File: config.mk
export PLATFORM = sky130hd
export DESIGN_NAME = disk_proj_writer
export DESIGN_NICKNAME = d
export VERILOG_FILES = /design/src/rtl/disk_proj_writer.sv
export SDC_FILE = /design/constraint.sdc
export NUM_CORES = 1
export LEC_CHECK = 0
export ABC_AREA = 1
export CAP_MARGIN = 20
export CORE_AREA = 5 5 106 108
export CTS_CLUSTER_DIAMETER = 80
export DETAILED_ROUTE_END_ITERATION = 16
export DIE_AREA = 0 0 111 113
export GPL_TIMING_DRIVEN = 0
export MAX_ROUTING_LAYER = met4
export PLACE_DENSITY = 0.81
export SLEW_MARGIN = 30
export SYNTH_ARGS = -nofsm -noshare
export SYNTH_HDL_FRONTEND = slang
export SYNTH_SLANG_ARGS = --single-unit
File: constraint.sdc
create_clock -name clk -period 2 [get_ports clk]
set_input_delay 0.4 -clock clk [delete_from_list [all_inputs] [get_ports clk]]
set_output_delay 0.4 -clock clk [all_outputs]
set_load 0.03 [all_outputs]
File: src/rtl/disk_proj_writer.sv
// disk_proj_writer: two-stage register path between the disk projection
// calculator and the three disk projection memories (own, minus, plus).
// Each projection is tagged with its tracklet index. Each destination keeps
// a per-event write counter, and the counter forms the paged write address.
module disk_proj_writer #(
    parameter int IDX_BITS   = 7,
    parameter int DEPTH_BITS = 6,
    parameter int PAGE_BITS  = 3
) (
    input  logic                            clk,
    input  logic                            reset_n,
    input  logic                            start,
    input  logic [PAGE_BITS-1:0]            bx_in,
    input  logic signed [13:0]              phiD,
    input  logic [11:0]                     rD,
    input  logic                            valid_proj,
    input  logic                            valid_projMinus,
    input  logic                            valid_projPlus,
    input  logic [IDX_BITS-1:0]             trk_idx,
    output logic                            wr_en_own,
    output logic                            wr_en_minus,
    output logic                            wr_en_plus,
    output logic [PAGE_BITS+DEPTH_BITS-1:0] wr_addr_own,
    output logic [PAGE_BITS+DEPTH_BITS-1:0] wr_addr_minus,
    output logic [PAGE_BITS+DEPTH_BITS-1:0] wr_addr_plus,
    output logic [IDX_BITS+25:0]            wr_data,
    output logic                            nproj_valid,
    output logic [DEPTH_BITS:0]             nproj_own,
    output logic [DEPTH_BITS:0]             nproj_minus,
    output logic [DEPTH_BITS:0]             nproj_plus,
    output logic                            overflow,
    output logic                            multi_err
);

    localparam int CW = DEPTH_BITS + 1;
    // A counter equal to FULL_C means the destination page is full.
    localparam logic [CW-1:0] FULL_C = {1'b1, {DEPTH_BITS{1'b0}}};
    localparam logic [CW-1:0] ONE_C  = {{(CW-1){1'b0}}, 1'b1};

    // True when more than one destination strobe is set.
    function automatic logic multi_hot(input logic [2:0] v);
        return (v[0] & v[1]) | (v[0] & v[2]) | (v[1] & v[2]);
    endfunction

    logic signed [13:0]    phi1_r;
    logic [11:0]           rd1_r;
    logic [IDX_BITS-1:0]   idx1_r;
    logic                  vown1_r, vminus1_r, vplus1_r;
    logic                  start1_r;
    logic [PAGE_BITS-1:0]  bx1_r;

    logic [PAGE_BITS-1:0]  page_r;
    logic [CW-1:0]         cnt_own_r, cnt_minus_r, cnt_plus_r;

    logic [PAGE_BITS-1:0]  page_s;
    logic [CW-1:0]         base_own_s, base_minus_s, base_plus_s;
    logic [CW-1:0]         cnt_own_s, cnt_minus_s, cnt_plus_s;
    logic                  wen_own_s, wen_minus_s, wen_plus_s;
    logic                  drop_s;

    // Stage 1: capture the projection, strobes and event-boundary marker.
    always_ff @(posedge clk or negedge reset_n) begin
        if (!reset_n) begin
            phi1_r    <= 14'sd0;
            rd1_r     <= 12'd0;
            idx1_r    <= '0;
            vown1_r   <= 1'b0;
            vminus1_r <= 1'b0;
            vplus1_r  <= 1'b0;
            start1_r  <= 1'b0;
            bx1_r     <= '0;
        end else begin
            phi1_r    <= phiD;
            rd1_r     <= rD;
            idx1_r    <= trk_idx;
            vown1_r   <= valid_proj;
            vminus1_r <= valid_projMinus;
            vplus1_r  <= valid_projPlus;
            start1_r  <= start;
            bx1_r     <= bx_in;
        end
    end

    // Select the destination (own > minus > plus) and compute the next counters;
    // an event boundary restarts the counters so a strobe arriving with start lands at entry 0.
    always_comb begin
        page_s       = page_r;
        base_own_s   = cnt_own_r;
        base_minus_s = cnt_minus_r;
        base_plus_s  = cnt_plus_r;
        if (start1_r) begin
            page_s       = bx1_r;
            base_own_s   = '0;
            base_minus_s = '0;
            base_plus_s  = '0;
        end else begin
            page_s       = page_r;
        end

        cnt_own_s   = base_own_s;
        cnt_minus_s = base_minus_s;
        cnt_plus_s  = base_plus_s;
        wen_own_s   = 1'b0;
        wen_minus_s = 1'b0;
        wen_plus_s  = 1'b0;
        drop_s      = 1'b0;

        if (vown1_r) begin
            if (base_own_s < FULL_C) begin
                wen_own_s = 1'b1;
                cnt_own_s = base_own_s + ONE_C;
            end else begin
                drop_s = 1'b1;
            end
        end else if (vminus1_r) begin
            if (base_minus_s < FULL_C) begin
                wen_minus_s = 1'b1;
                cnt_minus_s = base_minus_s + ONE_C;
            end else begin
                drop_s = 1'b1;
            end
        end else if (vplus1_r) begin
            if (base_plus_s < FULL_C) begin
                wen_plus_s = 1'b1;
                cnt_plus_s = base_plus_s + ONE_C;
            end else begin
                drop_s = 1'b1;
            end
        end else begin
            drop_s = 1'b0;
        end
    end

    // Stage 2: registered write ports, per-event counters, event report and sticky flags.
    always_ff @(posedge clk or negedge reset_n) begin
        if (!reset_n) begin
            wr_en_own     <= 1'b0;
            wr_en_minus   <= 1'b0;
            wr_en_plus    <= 1'b0;
            wr_addr_own   <= '0;
            wr_addr_minus <= '0;
            wr_addr_plus  <= '0;
            wr_data       <= '0;
            page_r        <= '0;
            cnt_own_r     <= '0;
            cnt_minus_r   <= '0;
            cnt_plus_r    <= '0;
            nproj_valid   <= 1'b0;
            nproj_own     <= '0;
            nproj_minus   <= '0;
            nproj_plus    <= '0;
            overflow      <= 1'b0;
            multi_err     <= 1'b0;
        end else begin
            wr_en_own     <= wen_own_s;
            wr_en_minus   <= wen_minus_s;
            wr_en_plus    <= wen_plus_s;
            wr_addr_own   <= {page_s, base_own_s[DEPTH_BITS-1:0]};
            wr_addr_minus <= {page_s, base_minus_s[DEPTH_BITS-1:0]};
            wr_addr_plus  <= {page_s, base_plus_s[DEPTH_BITS-1:0]};
            wr_data       <= {idx1_r, phi1_r, rd1_r};
            page_r        <= page_s;
            cnt_own_r     <= cnt_own_s;
            cnt_minus_r   <= cnt_minus_s;
            cnt_plus_r    <= cnt_plus_s;
            nproj_valid   <= start1_r;
            if (start1_r) begin
                nproj_own   <= cnt_own_r;
                nproj_minus <= cnt_minus_r;
                nproj_plus  <= cnt_plus_r;
                overflow    <= drop_s;
                multi_err   <= multi_hot({vown1_r, vminus1_r, vplus1_r});
            end else begin
                overflow    <= overflow | drop_s;
                multi_err   <= multi_err | multi_hot({vown1_r, vminus1_r, vplus1_r});
            end
        end
    end

endmodule
==> run_results.csv, run 1 <==
group,metric,value,unit
status,outcome,"finished clean",
floorplanning,die_h,113,um
drt,vias_per_cell,4.62,
clock_tree,clock_latency,0.51,ns
global_route,grt_max_degree,73,
synth,ys_seq_area_share,77.1,%
critical_path,critPathMaxStageDelay,0.68,ns
global_route,antenna_found_initial,0,
floorplanning,core_area,10100,um^2
sta,setup_viol,0,
cells_and_area,synthToLayoutAreaGrowth,45.3,%
critical_path,r2r_cells,9,
drt,drc,0,
clock_tree,cts_tree,"done",
drt,postRouteAntennaNets,0,
sta,period_needed,1.95,ns
synth,synth_cells,370,
drt,firstDrtPassIters,5,
sta,rsz0062_at_grt,"no",
global_route,grt_pass1_vias,3227,
critical_path,cpLargestDelayFamily,"buffers and inverters",
critical_path,arrival,1.55,ns
cells_and_area,final_cell_mix,"dfrtp_1, nand2_1, clkdlybuf4s50_1",
floorplanning,initial_core_util,45.5,%
placement,io_buffers,128,
sta,finalCritPeriodShare,97.4,%
floorplanning,rows,37,
sta,clock.fmax,514,MHz
cells_and_area,drive_gt1_share,12.4,%
global_route,grtUsageTotal,18.4,%
clock_tree,numCtsBuffers,17,
min_path,worstHoldPathType,"input pin to register",
critical_path,cp_cell_sequence,"clkdlybuf4s50_1",
cells_and_area,layout_commonest_cell,"dfrtp_1",
critical_path,crit_required,1.60,ns
drt,wl_per_cell,15.7,um
cells_and_area,fin_nets,564,
critical_path,cpMaxStageDelayCell,"clkdlybuf4s50_1",
synth,synth_top_area_share,77.1,%
floorplanning,fp.dieW,111,um
pwr,pwr_density_cell,1000,nW/um^2
synth,muxShareOfSynthArea,0,%
placement,dpl.hpwl,7.19,mm
synth,synth_xor_area_share,0.760,%
synth,synthAdderAreaFrac,0.814,%
clock_tree,cts_buffer_depth,2,
floorplanning,io_pins,129,
synth,ys_types,21,
critical_path,startpoint,"nproj_own[4]",
clock_tree,path_clk_slew,0.06,ns
clock_tree,htree_levels,4,
synth,synth_simple_gate_area_share,15.1,%
critical_path,setup.worst_path.end,"nproj_own[4]",
placement,placedInstanceArea,6090,um^2
critical_path,r2r-end,"cnt_own_r[4]",
sta,worst_pin_slew,0.540,ns
synth,synth-seq-cells,142,
global_route,grt_overflow,0,
cells_and_area,fill_cells,713,
clock_tree,cts-root-buf,"clkbuf_8",
run,drv_cap,0,
synth,syn-cell-area,4610,um^2
synth,synth_compound_area_share,1.66,%
cells_and_area,final_cell_area,6700,um^2
sta,finalHoldViolCount,0,
sta,holdWs,0.327,ns
cells_and_area,stdcell_count,668,
drt,drt_iter0_markers,208,
cells_and_area,n_antenna_cell,0,
pwr,ir_worst_vdd,0.000457,V
critical_path,cp_num_cells,1,
clock_tree,cts_sinks,142,
global_route,grt_pass1_wl,17.3,mm
synth,synth_area_leader_cell,"dfrtp_1",
critical_path,timing.rr.start,"start1_r",
critical_path,cp-end-kind,"output port",
synth,synth_area_leaders,"dfrtp_1, nand2_1, inv_1",
placement,placed_cells,635,
floorplanning,dieArea,12500,um^2
sta,skew,0.00828,ns
critical_path,rrSetupSlack,0.21,ns
drt,vias,3083,
synth,synth_top_family_by_area,"simple AND/OR/NAND/NOR gates",
synth,synth_warnings,0,
clock_tree,post_cts_buffers,0,
pwr,p_leak,3.42,nW
critical_path,critPathLaunchType,"register",
sta,max_slew_margin,64.0,%
synth,syn_area_per_cell,12.5,um^2
critical_path,crit_buf_inv,1,
placement,place_congestion,0.872,
drt,postRouteWirelength,10.5,mm
sta,finalMaxSlewViolations,0,
synth,syn-num-nets,415,
critical_path,worst-setup-path-type,"register to output port",
critical_path,worst-path-max-fanout,2,
-- where the power goes --
group | switching [mW] | internal, mW
Sequential | 0.0573 | 3.00
Combinational | 0.343 | 0.245
Clock | 1.16 | 1.90
Total | 1.56 | 5.14
-- metal layers --
metal	global-route usage, %	vias up	share of wire, %	wire length, um
li1	-	1434	-	-
met4	6.90	0	0.57	60
met3	5.94	9	6.1	645
met1	23.6	1519	44	4600
met5	-	-	0	0
met2	27.8	121	49	5190
-- kinds of logic after synthesis --
| logic type | Yosys count |
|---|---|
| compound gates | 13 |
| xor+xnor | 4 |
| fa+ha+maj | 3 |
| buf+inv | 46 |
| flops | 142 |
| simple gates | 162 |
-- metrics by stage --
| step | setup TNS, ns | setup WS [ns] | power (mW) | utilization, % |
|---|---|---|---|---|
| after CTS | 0 | 0.00766 | 6.79 | 65.9 |
| final | 0 | 0.0528 | 6.71 | 66.1 |
| after detailed placement | 0 | 0.202 | 3.71 | 60.1 |
| after global routing | 0 | 0.0000220 | 6.99 | 66.1 |
| after global placement | -652.32 | -4.60 | 3.68 | 59.8 |
| after floorplan | 0 | 0.502 | 3.36 | - |
-- cell usage after synthesis --
| cell | count |
|---|---|
| nand2_1 | 119 |
| nand3b_1 | 2 |
| xor2_1 | 4 |
| dfrtp_1 | 142 |
| inv_2 | 5 |
| buf_4 | 8 |
| nor2_4 | 2 |
| o21ai_1 | 5 |
| a21oi_1 | 1 |
| nand3_1 | 15 |
| clkbuf_1 | 2 |
| a21oi_4 | 1 |
| nor2_2 | 6 |
| nand2_2 | 8 |
| inv_1 | 27 |
| nand4_1 | 4 |
| buf_2 | 3 |
| o21ai_0 | 6 |
| buf_6 | 1 |
| nor2_1 | 6 |
| ha_1 | 3 |
-- repair_timing --
item                                   CTS  global route
hold buffers                             1             0
endpoints found under the hold margin   71             0
setup endpoints to repair               10             9
resized for setup                       10             9
-- final cells by class --
| class | instances | area [um^2] | share of cell area (%) |
|---|---|---|---|
| Clock inverter | 13 | 165 | 2.46 |
| Timing Repair Buffer | 130 | 1330 | 19.9 |
| Clock buffer | 19 | 422 | 6.29 |
| Multi-Input combinational cell | 182 | 843 | 12.6 |
| Sequential cell | 142 | 3550 | 53.0 |
| Buffer | 14 | 93.8 | 1.40 |
| Inverter | 32 | 120 | 1.79 |
| Tap cell | 136 | 170 | 2.54 |
-- worst min-delay path by stage --
| stage | start | endpoint | slack (ns) | depth (start not counted) |
|---|---|---|---|---|
| 4_1_cts | rD[5] | rd1_r[5] | 0.30 | 1 |
| 3_5_place_dp | idx1_r[4] | wr_data[30] | 0.33 | 0 |
| 5_1_grt | valid_projMinus | vminus1_r | 0.29 | 1 |
| 2_1_floorplan | reset_n | bx1_r[0] | 0.10 | 0 |
| 3_3_place_gp | idx1_r[6] | wr_data[32] | 0.33 | 0 |
| 6_report | valid_projMinus | vminus1_r | 0.33 | 1 |
-- state kept, by name, summed over array words and instances, names as in the netlist, 3 cells and up --
name / cells
page_r: 3
cnt_plus_r: 7
phi1_r: 14
bx1_r: 3
wr_addr_plus: 6
nproj_plus: 7
rd1_r: 12
cnt_own_r: 7
idx1_r: 7
wr_data: 33
nproj_own: 7
wr_addr_own: 6
cnt_minus_r: 7
nproj_minus: 7
wr_addr_minus: 6
Note: power is estimated with default switching activity, not from simulation.
==> run 2: changes to the inputs <==
CTS_CLUSTER_DIAMETER = not set   (was 80)
PLACE_DENSITY = 0.77   (was 0.81)
==> run 2 against run 1 <==
Net effect: sequential share of layout area is 0.25 points lower; routed wire length fell by 5.6%; combinational power is essentially flat; fmax rose by 0.21%; die area unchanged; clock power rose by 2%; register-to-register slack better by 0.02 ns.
==> run_results.csv, run 2 (synthesis gave the netlist of run 1 again) <==
group,metric,value,unit
cells_and_area,fill_cells,714,
sta,clock.fmax,515,MHz
sta,setup_viol,0,
drt,wl_per_cell,14.8,um
sta,skew,0.00935,ns
pwr,p_leak,3.49,nW
cells_and_area,synthToLayoutAreaGrowth,46.0,%
sta,finalCritPeriodShare,97.2,%
floorplanning,io_pins,129,
cells_and_area,n_antenna_cell,0,
sta,max_slew_margin,64.8,%
clock_tree,numCtsBuffers,17,
sta,worst_pin_slew,0.528,ns
clock_tree,cts_tree,"done",
critical_path,cp_cell_sequence,"clkdlybuf4s50_1",
placement,dpl.hpwl,6.96,mm
critical_path,cp-end-kind,"output port",
clock_tree,htree_levels,4,
placement,io_buffers,128,
floorplanning,core_area,10100,um^2
cells_and_area,final_cell_mix,"dfrtp_1, nand2_1, clkdlybuf4s50_1",
placement,placed_cells,635,
drt,vias,3046,
sta,rsz0062_at_grt,"no",
cells_and_area,stdcell_count,668,
floorplanning,rows,37,
critical_path,r2r_cells,9,
run,drv_cap,0,
floorplanning,initial_core_util,45.5,%
clock_tree,cts-root-buf,"clkbuf_8",
floorplanning,fp.dieW,111,um
global_route,grtUsageMet3,4.87,%
pwr,power.total,6.77,mW
critical_path,crit_required,1.60,ns
drt,postRouteWirelength,9.91,mm
floorplanning,die_h,113,um
sta,period_needed,1.94,ns
floorplanning,dieArea,12500,um^2
placement,place_congestion,0.860,
sta,finalHoldViolCount,0,
clock_tree,post_cts_buffers,0,
global_route,grtUsageMet1,22.0,%
drt,drt_iter0_markers,235,
drt,postRouteAntennaNets,0,
cells_and_area,drive_gt1_share,12.4,%
critical_path,crit_buf_inv,1,
clock_tree,cts_sinks,142,
global_route,grt_pass1_vias,3158,
critical_path,timing.rr.start,"start1_r",
global_route,grtUsageTotal,17.3,%
drt,firstDrtPassIters,4,
critical_path,setup.worst_path.end,"nproj_own[4]",
global_route,grt_pass1_wl,16.2,mm
critical_path,arrival,1.54,ns
global_route,grt_use_met2,26.0,%
drt,drc,0,
status,outcome,"finished clean",
global_route,grt_max_degree,73,
cells_and_area,largest_reg_flops,33,
cells_and_area,max_flop_register,"wr_data",
critical_path,worst-path-max-fanout,2,
cells_and_area,fin_nets,564,
drt,vias_per_cell,4.56,
sta,finalMaxSlewViolations,0,
min_path,worstHoldPathType,"input pin to register",
clock_tree,clock_latency,0.51,ns
critical_path,critPathLaunchType,"register",
critical_path,cp_num_cells,1,
global_route,busiest_layer,"met2",
global_route,grt_overflow,0,
critical_path,worst-setup-path-type,"register to output port",
pwr,pwr_density_cell,1010,nW/um^2
critical_path,r2r-end,"cnt_own_r[4]",
critical_path,cpMaxStageDelayCell,"clkdlybuf4s50_1",
cells_and_area,layout_commonest_cell,"dfrtp_1",
cells_and_area,reg_top3,"wr_data (33), phi1_r (14), rd1_r (12)",
critical_path,critPathMaxStageDelay,0.68,ns
pwr,ir_worst_vdd,0.000568,V
critical_path,startpoint,"nproj_own[4]",
global_route,antenna_found_initial,0,
clock_tree,cts_buffer_depth,2,
critical_path,rrSetupSlack,0.23,ns
critical_path,cpLargestDelayFamily,"buffers and inverters",
clock_tree,path_clk_slew,0.06,ns
==> run 2: changes by cell type in the layout (fill, tap and decap cells not counted), sizes merged <==
cell           previous run  this run
clkbuf                   21        25
clkinvlp                  4         3
clkdlybuf4s50           108       104
dlymetal6s2s              9        13
clkinv                    5         2
==> run 2: report_power, final <==
part	total [mW]	internal, mW	switching (mW)	leakage (nW)
clock network	3.13	2.03	1.10	0.291
registers	3.05	3.00	0.0562	1.78
logic	0.586	0.244	0.342	1.42
==> run 2: final cells by class <==
cell class	count	area, um^2	share of cell area [%]
Buffer	14	93.8	1.39
Multi-Input combinational cell	182	843	12.5
Tap cell	136	170	2.53
Inverter	32	120	1.78
Clock buffer	23	477	7.08
Sequential cell	142	3550	52.8
Clock inverter	9	131	1.95
Timing Repair Buffer	130	1340	20.0
==> run 2: through the flow <==
stage,hold WS (ns),util (%),TNS [ns],instance area [um^2],setup WS (ns)
2_1_floorplan,0.104,-,0,4610,0.502
3_3_place_gp,0.331,59.8,-660.60,6060,-4.66
3_5_place_dp,0.335,60.1,0,6090,0.254
4_1_cts,0.301,66.1,0,6700,0.00751
5_1_grt,0.296,66.4,0,6730,0.000849
6_report,0.322,66.4,0,6730,0.0568
==> run 2: worst min path at each step <==
stage,from,end,slack [ns],depth (start not counted)
6_report,start,start1_r,0.32,1
5_1_grt,valid_proj,vown1_r,0.30,1
4_1_cts,start,start1_r,0.30,1
3_5_place_dp,phi1_r[10],wr_data[22],0.33,0
3_3_place_gp,phi1_r[7],wr_data[19],0.33,0
2_1_floorplan,reset_n,bx1_r[0],0.10,0
==> run 2: per-layer routing <==
| metal | part of all wire (%) | vias to the layer above | wire length [um] |
|---|---|---|---|
| met5 | 0 | - | 0 |
| met1 | 45 | 1481 | 4470 |
| met3 | 5.2 | 21 | 519 |
| met4 | 2.4 | 0 | 234 |
| li1 | - | 1430 | - |
| met2 | 47 | 114 | 4690 |
==> run 2: timing repair <==
item	in CTS	in global routing
hold buffers	1	0
gates resized for setup	10	13
setup endpoints to repair	10	13
endpoints found under the hold margin	70	0
==> run 3: changes to the inputs <==
CELL_PAD_IN_SITES_DETAIL_PLACEMENT = 0   (was not set)
CELL_PAD_IN_SITES_GLOBAL_PLACEMENT = 1   (was not set)
CORE_AREA = 5 5 113 126   (was 5 5 106 108)
DIE_AREA = 0 0 118 131   (was 0 0 111 113)
PLACE_DENSITY = not set   (was 0.77)
PLACE_DENSITY_LB_ADDON = 0.1   (was not set)
==> run 3 against run 2 <==
Net effect: sequential power barely moved; critical path depth did not move; critical path type unchanged; largest power group unchanged; critical endpoint is now wr_addr_minus[6]; hold slack gained 0.022 ns; clock skew down 0.0014 ns.
==> run_results.csv, run 3 (synthesis gave the netlist of run 1 again) <==
group,metric,value,unit
sta,finalHoldViolCount,0,
global_route,grt_pass1_wl,16.1,mm
placement,placed_cells,660,
placement,placedInstanceArea,6130,um^2
global_route,grt_max_degree,82,
pwr,p_leak,3.29,nW
min_path,worstHoldPathType,"register to register",
cells_and_area,fill_cells,1136,
sta,max_slew_margin,67.5,%
critical_path,cp_cell_sequence,"clkdlybuf4s50_1",
placement,dpl.hpwl,6.97,mm
cells_and_area,largest_reg_flops,33,
clock_tree,path_clk_slew,0.06,ns
critical_path,worst-setup-path-type,"register to output port",
sta,finalCritPeriodShare,95.0,%
clock_tree,clock_latency,0.41,ns
drt,drt_iter0_markers,179,
sta,finalMaxSlewViolations,0,
clock_tree,cts_sinks,142,
floorplanning,die_h,131,um
placement,place_congestion,0.738,
cells_and_area,final_cell_area,6780,um^2
sta,setup_viol,0,
drt,wl_per_cell,14.2,um
placement,io_buffers,128,
global_route,grt_overflow,0,
critical_path,arrival,1.50,ns
drt,drc,0,
floorplanning,core_area,12900,um^2
cells_and_area,max_flop_register,"wr_data",
cells_and_area,final_util,52.6,%
critical_path,crit_required,1.60,ns
global_route,grtUsageTotal,14.0,%
clock_tree,htree_levels,4,
cells_and_area,reg_top3,"wr_data (33), phi1_r (14), rd1_r (12)",
sta,rsz0062_at_grt,"no",
cells_and_area,n_antenna_cell,0,
status,outcome,"finished clean",
critical_path,critPathLaunchType,"register",
drt,vias_per_cell,4.29,
pwr,ir_worst_vdd,0.000745,V
global_route,antenna_found_initial,0,
critical_path,cpMaxStageDelayCell,"clkdlybuf4s50_1",
floorplanning,initial_core_util,35.8,%
drt,vias,2973,
drt,firstDrtPassIters,4,
clock_tree,cts_tree,"done",
global_route,grt_pass1_vias,3063,
clock_tree,cts_buffer_depth,2,
critical_path,crit_buf_inv,1,
cells_and_area,fin_nets,564,
sta,worst_pin_slew,0.488,ns
critical_path,critPathMaxStageDelay,0.70,ns
cells_and_area,drive_gt1_share,12.2,%
clock_tree,post_cts_buffers,0,
critical_path,cpLargestDelayFamily,"buffers and inverters",
drt,postRouteWirelength,9.85,mm
critical_path,worst-path-max-fanout,4,
floorplanning,fp.dieW,118,um
clock_tree,cts-root-buf,"clkbuf_16",
sta,period_needed,1.90,ns
clock_tree,numCtsBuffers,17,
floorplanning,rows,44,
drt,postRouteAntennaNets,0,
critical_path,cp-end-kind,"output port",
sta,clock.fmax,526,MHz
floorplanning,dieArea,15500,um^2
cells_and_area,stdcell_count,693,
sta,skew,0.00793,ns
pwr,pwr_density_cell,1040,nW/um^2
cells_and_area,synthToLayoutAreaGrowth,47.1,%
cells_and_area,layout_commonest_cell,"dfrtp_1",
floorplanning,io_pins,129,
cells_and_area,final_cell_mix,"dfrtp_1, clkdlybuf4s50_1, nand2_1",
run,drv_cap,0,
-- run 3: changes by cell type in the layout (fill, tap and decap cells not counted), sizes merged --
cell           change
bufinv             +2
dlymetal6s2s      -12
clkdlybuf4s50     +17
clkbuf             -1
clkinvlp           -1
dlygate4sd2        -5
-- run 3: area by class of cell --
type	count	area, um^2	area share (%)
Buffer	14	93.8	1.38
Clock buffer	22	464	6.85
Clock inverter	10	184	2.71
Inverter	32	120	1.77
Multi-Input combinational cell	182	843	12.4
Sequential cell	142	3550	52.4
Tap cell	161	201	2.97
Timing Repair Buffer	130	1320	19.5
-- run 3: worst paths after layout --
path	slack (ns)	endpoint	cells after the start	from
min in group asynchronous	0.53	wr_data[19]	2	reset_n
setup / recovery	0.1	wr_addr_minus[6]	1	page_r[0]
setup reg to reg	0.22	cnt_own_r[4]	9	start1_r
max in group asynchronous	0.74	nproj_plus[0]	3	reset_n
hold / removal	0.34	wr_data[16]	0	phi1_r[4]
hold reg to reg	0.34	wr_data[16]	0	phi1_r[4]
-- run 3: metal layers --
metal | share of wire (%) | vias up | wire, um | track usage (%)
met4 | 2.3 | 0 | 229 | 6.82
met2 | 46 | 96 | 4560 | 19.9
met3 | 4.9 | 18 | 479 | 4.43
met1 | 46 | 1427 | 4580 | 18.3
met5 | 0 | - | 0 | -
li1 | - | 1432 | - | -
-- run 3: repair_timing --
action / in CTS / in global routing
setup endpoints to repair: 5 / 1
resized for setup: 5 / 1
hold buffers: 1 / 0
endpoints found under the hold margin: 61 / 0
-- run 3: through the flow --
step	worst slack [ns]	hold WS (ns)	setup TNS (ns)	total power, mW
after CTS	0.00441	0.347	0	7.16
after floorplan	0.502	0.104	0	3.36
after global placement	-5.00	0.331	-708.22	3.70
after detailed placement	0.188	0.335	0	3.71
after global routing	0.0216	0.348	0	7.33
final	0.0996	0.344	0	7.06
-- run 3: power by group --
part           internal, mW  switching (mW)  leakage (nW)
logic                 0.250           0.342          1.20
registers              3.00          0.0527          1.78
clock network          2.28            1.14         0.311
